$ cat src/rtl/demux_pkg.sv
// demux_pkg: shared constants and helpers for the demux_tree_stream tree.
package demux_pkg;
   localparam int PERF_W = 16;
   function automatic int num_out(input int sel_w);
      return 1 << sel_w;
   endfunction
endpackage

$ cat src/rtl/demux1to2_stage.sv
// demux1to2_stage: one-entry registered 1-to-2 stage steered by i_sel[BIT].
module demux1to2_stage import demux_pkg::*; #(
   parameter int DATA_W = 8,
   parameter int SEL_W  = 2,
   parameter int BIT    = 0
) (
   input  logic              clk,
   input  logic              rst_n,
   input  logic              i_valid,
   output logic              o_ready,
   input  logic [DATA_W-1:0] i_data,
   input  logic [SEL_W-1:0]  i_sel,
   output logic [1:0]        o_valid,
   input  logic [1:0]        i_ready,
   output logic [DATA_W-1:0] o_data,
   output logic [SEL_W-1:0]  o_sel,
   output logic              o_busy
);
   typedef struct packed {
      logic              vld;
      logic [SEL_W-1:0]  sel;
      logic [DATA_W-1:0] data;
   } stage_t;
   stage_t r_st;
   logic   w_side;
   assign w_side  = r_st.sel[BIT];
   assign o_ready = !r_st.vld || i_ready[w_side];
   assign o_valid = {r_st.vld && w_side, r_st.vld && !w_side};
   assign o_data  = r_st.data;
   assign o_sel   = r_st.sel;
   assign o_busy  = r_st.vld;
   // A drain and a load in the same cycle leave the new beat in the register.
   always_ff @(posedge clk or negedge rst_n)
      if (!rst_n) r_st <= '0;
      else if (i_valid && o_ready) r_st <= '{vld: 1'b1, sel: i_sel, data: i_data};
      else if (o_ready) r_st.vld <= 1'b0;
endmodule

$ cat src/rtl/demux_tree_stream.sv
// demux_tree_stream: pipelined 1-to-2**SEL_W stream demux built from a tree of
// registered 1-to-2 stages. Define DEMUX_PERF_EN to add perf_xfer/perf_stall counters.
module demux_tree_stream import demux_pkg::*; #(
   parameter int DATA_W = 8,
   parameter int SEL_W  = 2
) (
   input  logic                        clk,
   input  logic                        rst_n,
   input  logic                        in_valid,
   output logic                        in_ready,
   input  logic [DATA_W-1:0]           in_data,
   input  logic [SEL_W-1:0]            in_sel,
   output logic [2**SEL_W-1:0]         out_valid,
   input  logic [2**SEL_W-1:0]         out_ready,
   output logic [2**SEL_W*DATA_W-1:0]  out_data,
`ifdef DEMUX_PERF_EN
   output logic [PERF_W-1:0]           perf_xfer,
   output logic [PERF_W-1:0]           perf_stall,
`endif
   output logic                        busy
);
   localparam int N  = num_out(SEL_W);
   localparam int NS = N - 1;
   // Stages are numbered heap-style: node I has children 2I+1 (bit 0) and 2I+2 (bit 1).
   logic              w_v  [NS];
   logic              w_r  [NS];
   logic [DATA_W-1:0] w_d  [NS];
   logic [SEL_W-1:0]  w_s  [NS];
   logic [1:0]        w_ov [NS];
   logic [1:0]        w_ir [NS];
   logic [DATA_W-1:0] w_od [NS];
   logic [SEL_W-1:0]  w_os [NS];
   logic [NS-1:0]     w_busy;
   for (genvar k = 0; k < SEL_W; k++) begin : g_lvl
      for (genvar j = 0; j < 2**k; j++) begin : g_node
         localparam int I = 2**k - 1 + j;
         if (k == 0) begin : g_root
            assign w_v[I]   = in_valid;
            assign w_d[I]   = in_data;
            assign w_s[I]   = in_sel;
            assign in_ready = w_r[I];
         end else begin : g_child
            localparam int P = (I - 1) / 2;
            assign w_v[I] = w_ov[P][(I - 1) % 2];
            assign w_d[I] = w_od[P];
            assign w_s[I] = w_os[P];
         end
         if (k == SEL_W - 1) begin : g_leaf
            assign w_ir[I]                                = out_ready[2*j +: 2];
            assign out_valid[2*j +: 2]                    = w_ov[I];
            assign out_data[2*j*DATA_W +: DATA_W]         = w_od[I];
            assign out_data[(2*j + 1)*DATA_W +: DATA_W]   = w_od[I];
         end else begin : g_inner
            assign w_ir[I] = {w_r[2*I + 2], w_r[2*I + 1]};
         end
         demux1to2_stage #(
            .DATA_W (DATA_W),
            .SEL_W  (SEL_W),
            .BIT    (SEL_W - 1 - k)
         ) u_stage (
            .clk     (clk),
            .rst_n   (rst_n),
            .i_valid (w_v[I]),
            .o_ready (w_r[I]),
            .i_data  (w_d[I]),
            .i_sel   (w_s[I]),
            .o_valid (w_ov[I]),
            .i_ready (w_ir[I]),
            .o_data  (w_od[I]),
            .o_sel   (w_os[I]),
            .o_busy  (w_busy[I])
         );
      end
   end
   assign busy = |w_busy;
`ifdef DEMUX_PERF_EN
   logic [PERF_W-1:0] r_xfer;
   logic [PERF_W-1:0] r_stall;
   always_ff @(posedge clk or negedge rst_n)
      if (!rst_n) begin
         r_xfer  <= '0;
         r_stall <= '0;
      end else begin
         if (in_valid && in_ready && r_xfer != '1) r_xfer <= r_xfer + PERF_W'(1);
         if (in_valid && !in_ready && r_stall != '1) r_stall <= r_stall + PERF_W'(1);
      end
   assign perf_xfer  = r_xfer;
   assign perf_stall = r_stall;
`endif
endmodule

$ cat config.mk
export PLATFORM = sky130hd
export DESIGN_NAME = demux_tree_stream
export DESIGN_NICKNAME = d
export VERILOG_FILES = /design/src/rtl/demux_pkg.sv /design/src/rtl/demux1to2_stage.sv /design/src/rtl/demux_tree_stream.sv
export SDC_FILE = /design/constraint.sdc
export NUM_CORES = 1
export LEC_CHECK = 0
export CAP_MARGIN = 25
export CORE_UTILIZATION = 46
export DETAILED_ROUTE_END_ITERATION = 8
export HOLD_SLACK_MARGIN = 0.08
export PLACE_DENSITY = 0.82
export SLEW_MARGIN = 40
export SYNTH_ARGS = -nofsm -noshare
export SYNTH_HDL_FRONTEND = slang
export SYNTH_SLANG_ARGS = --single-unit
$ cat constraint.sdc
create_clock -name clk -period 4.7 [get_ports clk]
set_clock_uncertainty 0.05 [all_clocks]
set_input_delay 0.705 -clock clk [delete_from_list [all_inputs] [get_ports clk]]
set_output_delay 0.705 -clock clk [all_outputs]
set_load 0.01 [all_outputs]
## Word level (Yosys, flattened, before mapping)

Index checks and enable logic that the tools add are counted.

- Reduce and logical (&&, ||, !) cells: 22
- Multiplexer cells: 12
- Order comparisons: 3

Operator list:

| operator | count |
|---|---|
| $mux W1 | 12 |
| $logic_and A1 B1 Y1 | 9 |
| $logic_not A1 Y1 | 6 |
| $lt A1 B2 Y1 const B | 3 |
| $reduce_bool A2 Y1 | 3 |
| $logic_or A1 B1 Y1 | 3 |
| $reduce_or A3 Y1 | 1 |

- Output and inout bits: 38
- Input bits: 17
- Word-level logic and storage cells: 46
- Register bits after elaboration: 31

## Logic depth before layout (Yosys ltp)

Gate-level depths: netlist of run 1.

- Depth after elaboration: 8
- Mapped depth: 4
- Gate-level depth less buffers: 4

## Modules after synthesis

Synthesis of run 1 repeated with hierarchy kept, for this count alone.

- Cell total of the unflattened synthesis: 110
- Area, all modules: 1503.9 µm²

Modules (own cells, without submodules):

| module | times used | cells each | area each (µm²) |
|---|---|---|---|
| demux1to2_stage | 3 | 31 | 459.2 |
| demux_tree_stream | 1 | 17 | 126.4 |

## Worst setup path after synthesis of run 1

OpenSTA, ideal clock, no wires.

- Kind: input to output
- Start point: input out_ready[1]
- End point: output in_ready
- Stages: 3
- Setup slack: 2543 ps
- Data arrival time: 1402 ps
- Cells stage by stage: mux2i_1 > nand4b_2 > and2_2

- Word-level cells in the longest chain between the ends: 6

RTL lines:

| what | RTL line | RTL |
|---|---|---|
| start, declared | demux_tree_stream.sv:14 | `input logic [2**SEL_W-1:0] out_ready,` |
| $mux W1 (implied by the code) (2 in series) | demux1to2_stage.sv:27 | `assign o_ready = !r_st.vld \|\| i_ready[w_side];` |
| $logic_or A1 B1 Y1 | demux1to2_stage.sv:27 |  |
| $mux W1 (implied by the code) (2 in series) | demux1to2_stage.sv:27 |  |
| $logic_or A1 B1 Y1 | demux1to2_stage.sv:27 |  |
| end, declared | demux_tree_stream.sv:10 | `output logic in_ready,` |

No other way between the ends. The select of a mux whose other input is x is not followed.

## Worst setup path after layout of run 1

Same ends and word-level chain as after synthesis.

==> results of run 1 <==
## sequential cells by signal, summed over array words and instances, names as in the netlist
name	count
g_lvl.g_node.u_stage.o_sel	4
g_lvl.g_node.u_stage.o_busy	3
g_lvl.g_node.u_stage.o_data	24
## power breakdown
group / switching (mW) / internal [mW]
combinational: 0.218 / 0.395
clock: 0.0846 / 0.0879
sequential: 0.0901 / 0.375
total: 0.393 / 0.858
## layout by cell type, fill, tap and decap left out
cell	instances
or3_1	1
nand2b_1	2
dfrtp_1	31
nand3_4	1
clkdlybuf4s50_1	54
a21oi_4	1
mux2i_2	1
and2_2	2
a21boi_0	1
a41o_2	1
and2b_1	1
mux2_2	27
clkbuf_8	2
a21oi_2	1
clkbuf_1	1
clkbuf_4	5
nand2_1	5
and2b_2	1
buf_4	1
nand4_2	1
and2_1	1
nand4b_2	1
mux2i_1	1
## cell type report
type                    instances  share of cell area, %
flip-flops and latches         31                  40.34
repair buffers                 55                  28.50
multi-input cells              49                  25.57
clock buffers                   8                  3.578
well taps                      31                  2.017
## metal layers
metal | global-route usage [%] | vias up | routed length (um)
li1 | - | 408 | -
met4 | 5.226 | 0 | 12
met2 | 32.44 | 42 | 1249
met5 | 0 | - | 0
met1 | 21.41 | 414 | 1072
met3 | 7.834 | 2 | 266
## Yosys cell counts
cell	instances	area (um^2)
and2b_1	1	7.510
buf_4	16	120.1
a41o_2	1	11.26
nand3_4	1	17.52
nand2b_1	2	12.51
a21oi_2	1	8.760
mux2i_1	1	10.01
nand2_1	5	18.77
dfrtp_1	31	775.7
nand4b_2	1	15.01
and2_2	2	15.01
and2b_2	1	8.760
or3_1	1	6.260
mux2i_2	1	13.76
a21boi_0	1	7.510
a21oi_4	1	16.27
and2_1	1	6.260
mux2_2	27	304.0
nand4_2	1	12.51
## per-stage QoR
step           utilization [%]  hold WS (ps)  worst slack [ps]  total power [mW]
6_report                 68.55         479.2              1619             1.251
5_1_grt                  68.55         508.7              1513             1.326
4_1_cts                  68.55         484.5              1608             1.269
3_5_place_dp             66.10         469.0              1607             1.091
3_3_place_gp             66.10         449.8              1654             1.072
2_1_floorplan                -         359.4              2543            0.8061
## worst paths after layout
| kind | slack (ps) | endpoint | cells after the start |
|---|---|---|---|
| max | 1620 | in_ready | 5 |
| min | 480 | g_lvl[1].g_node[0].u_stage.o_data[7]$_DFFE_PN0P_ | 1 |
| max reg2reg | 2990 | g_lvl[0].g_node[0].u_stage.o_data[4]$_DFFE_PN0P_ | 4 |
| min reg2reg | 480 | g_lvl[1].g_node[0].u_stage.o_data[7]$_DFFE_PN0P_ | 1 |
| max in group asynchronous | 3600 | g_lvl[0].g_node[0].u_stage.o_data[7]$_DFFE_PN0P_ | 2 |
| min in group asynchronous | 730 | g_lvl[1].g_node[0].u_stage.o_data[1]$_DFFE_PN0P_ | 2 |
## worst max-delay path, cell delays in order
cell and delay [ps]:
clkdlybuf4s50_1 400, mux2i_1 300, nand4b_2 200, and2_2 240, clkdlybuf4s50_1 470
## cell families (layout without fill, tap and decap cells)
kind of cell	Yosys count	count (layout)	synth area share [%]
buffers and inverters	16	63	8.657
multiplexers	29	29	23.62
flip-flops	31	31	55.91
AO/OA/AOI/OAI	4	4	3.157
AND/OR/NAND/NOR	16	16	8.657
==> impl_metrics.json, run 1 <==
{
  "dp_hpwl_um": 1913,
  "placed_area_um2": 1854,
  "fill_cells": 223,
  "cts.hold.buffers_added": 0,
  "wl_per_cell_um": 14.95,
  "dieArea_um2": 3240,
  "fin_area_um2": 1923,
  "endpoint_kind": "output pin",
  "cts_tree": "built",
  "h-tree-depth": 2,
  "syn_area_um2": 1388,
  "post_cts_buffers": 0,
  "fin_crit_ps": 3081,
  "syn_area_per_cell_um2": 14.45,
  "finalNonFillerCells": 174,
  "violations": "design-rule violations",
  "tightestPinTransition_ps": 581.3,
  "drt_iter0_drc": 17,
  "drt_pass1_iterations": 6,
  "clkLatencyLatePin_ps": 320,
  "ir_drop_mv": 0.4100,
  "route.detailed.drc": 8,
  "worstPathArrival_ps": 2330,
  "gp_congestion": 0.7886,
  "syn_nets": 113,
  "ys_seq_area_share_pct": 55.91,
  "rsz0062_at_grt": "false",
  "die_x_um": 56.92,
  "drv_cap": 0,
  "regToRegStartpoint": "g_lvl[1].g_node[1].u_stage.o_sel[0]$_DFFE_PN0P_",
  "rows": 19,
  "start_kind": "input port",
  "fp.dieH_um": 56.92,
  "grt_pass1_vias": 987,
  "overflow": 0,
  "setup_violations": 0,
  "register_area_um2": 775.7,
  "required_ps": 3940,
  "multi_input_area_um2": 491.7,
  "critPathKind": "input port to output pin",
  "post_cts_resize_count": 0,
  "drtAntennaViolNets": 0,
  "netlist_instances": 96,
  "coreArea_um2": 2805,
  "grt_usage_pct": 18.79,
  "diodes": 0,
  "grt_pass1_wl_um": 4498,
  "hold_class": "register to register",
  "slew_violations": 0,
  "power.density_nw_per_um2": 650.4,
  "relSlewSlack_pct": 61.25,
  "critPathMaxFanout": 3,
  "dp.cells": 166,
  "final_hold_viol_count": 0,
  "yosysUniqueCellTypes": 19,
  "drive_above_1_share_pct": 31.47,
  "area_growth_pct": 38.59,
  "viasPerCell": 4.977,
  "initial_utilization_pct": 49.46,
  "clk_pin_slew_ps": 90,
  "max_freq_mhz": 324.6,
  "wl_um": 2601,
  "clock-sinks": 31,
  "synth-seq-cells": 31,
  "final_nets": 159,
  "startpoint": "out_ready[1]",
  "boundaryPins": 55,
  "fin_tns_setup_ps": 0,
  "cts-root-buf": "clkbuf_4",
  "num_vias": 866,
  "antenna_found_initial": 0,
  "min_from": "g_lvl[0].g_node[0].u_stage.o_data[7]$_DFFE_PN0P_",
  "ys.warnings.count": 0,
  "clock_path_buffers": 2,
  "status": "complete, but fails checks",
  "cts_buffers": 5,
  "grt_max_degree": 32,
  "p_leak_nw": 0.8073,
  "port_buffers": 54,
  "finalCritPeriodShare_pct": 65.56
}
(Power assumes the default switching activity.)
==> inputs of run 2 (changes only) <==
Settings changed: CORE_UTILIZATION 46 to 43, PLACE_DENSITY 0.82 to 0.77.
Clock period 4.7 ns to 2.9 ns, I/O delays scaled along.
==> impl_metrics.json, run 2 (synthesized netlist as in run 1, its figures left out) <==
{
  "grt_max_degree": 32,
  "post_cts_buffers": 0,
  "placed_area_um2": 1871,
  "fp.dieH_um": 58.81,
  "gp_congestion": 0.8347,
  "hold_class": "input port to asynchronous set/reset pin",
  "drtAntennaViolNets": 0,
  "worstPathArrival_ps": 2070,
  "dp.cells": 179,
  "layout_setup_ws_ps": 348.6,
  "endpoint_kind": "output pin",
  "final_hold_viol_count": 0,
  "relSlewSlack_pct": 58.71,
  "wl_per_cell_um": 13.72,
  "final_cell_mix": "clkdlybuf4s50_1 (54), dfrtp_1 (31), mux2_2 (27)",
  "multi_input_area_um2": 491.7,
  "clock-sinks": 31,
  "power.density_nw_per_um2": 1043,
  "status": "completed",
  "p_total_mw": 2.023,
  "final_common_cell": "clkdlybuf4s50_1",
  "overflow": 0,
  "fill_cells": 272,
  "clk_pin_slew_ps": 90,
  "max_freq_mhz": 391.9,
  "setup_violations": 0,
  "antenna_found_initial": 0,
  "initial_utilization_pct": 45.45,
  "post_cts_resize_count": 0,
  "fin_area_um2": 1939,
  "finalNonFillerCells": 187,
  "port_buffers": 54,
  "drv_cap": 0,
  "fin_crit_ps": 2551,
  "required_ps": 2410,
  "coreArea_um2": 3053,
  "diodes": 0,
  "grt_pass1_wl_um": 4333,
  "viasPerCell": 4.658,
  "pre_cts_ws_ps": 337.5,
  "cts_buffers": 5,
  "p_leak_nw": 0.8073,
  "route.detailed.drc": 0,
  "critPathMaxFanout": 4,
  "clkLatencyLatePin_ps": 310,
  "final_core_util_pct": 63.52,
  "wl_um": 2565,
  "cts-root-buf": "clkbuf_4",
  "dp_hpwl_um": 1845,
  "drt_pass1_iterations": 4,
  "slew_violations": 0,
  "critPathKind": "input port to output pin",
  "grt_pass1_vias": 955,
  "rows": 20,
  "grt_usage_pct": 17.75,
  "die_x_um": 58.81,
  "ir_drop_mv": 0.5247,
  "num_vias": 871,
  "boundaryPins": 55,
  "start_kind": "input port",
  "final_nets": 159,
  "drive_above_1_share_pct": 31.47,
  "clock_path_buffers": 2,
  "whs_ps": 445.8,
  "rsz0062_at_grt": "false",
  "h-tree-depth": 2,
  "area_growth_pct": 39.77,
  "register_area_um2": 775.7,
  "tightestPinTransition_ps": 619.4,
  "fin_tns_setup_ps": 0,
  "cts_tree": "built",
  "cts.hold.buffers_added": 0,
  "drt_iter0_drc": 13,
  "dieArea_um2": 3458,
  "largest_reg_flops": 24,
  "finalCritPeriodShare_pct": 87.98
}
run 2: final timing paths:
check	start	endpoint	slack (ps)	cells after the start
worst max-delay path	out_ready[2]	in_ready	350	5
worst min-delay path	rst_n	g_lvl[1].g_node[0].u_stage.o_busy$_DFFE_PN0P_	450	2
worst max register to register	g_lvl[1].g_node[0].u_stage.o_sel[0]$_DFFE_PN0P_	g_lvl[0].g_node[0].u_stage.o_data[4]$_DFFE_PN0P_	1160	4
worst min register to register	g_lvl[0].g_node[0].u_stage.o_data[5]$_DFFE_PN0P_	g_lvl[1].g_node[0].u_stage.o_data[5]$_DFFE_PN0P_	480	1
max in group asynchronous	rst_n	g_lvl[0].g_node[0].u_stage.o_data[7]$_DFFE_PN0P_	2080	2
min in group clk	g_lvl[0].g_node[0].u_stage.o_data[5]$_DFFE_PN0P_	g_lvl[1].g_node[0].u_stage.o_data[5]$_DFFE_PN0P_	480	1
run 2: report_power, final:
group | switching [mW] | internal (mW) | total (mW)
Combinational | 0.348 | 0.641 | 0.989
Sequential | 0.151 | 0.608 | 0.759
Clock | 0.133 | 0.143 | 0.275
Total | 0.632 | 1.39 | 2.02
run 2: metal layers:
metal,wire length (um),track usage (%),up-vias
li1,-,-,408
met5,0,0,-
met3,181,6.813,2
met2,1240,28.57,45
met1,1122,21.46,416
met4,21,7.143,0
run 2: worst max-delay path, cell delays in order:
cell	delay, ps
clkdlybuf4s50_1	420
mux2i_2	290
nand4_2	210
and2_2	230
clkdlybuf4s50_1	470
run 2: final cells by class:
cell class	count	share of cell area (%)
clock buffer	8	3.548
tap	44	2.839
multi-input combinational	49	25.35
sequential	31	40.00
timing repair buffer	55	28.26
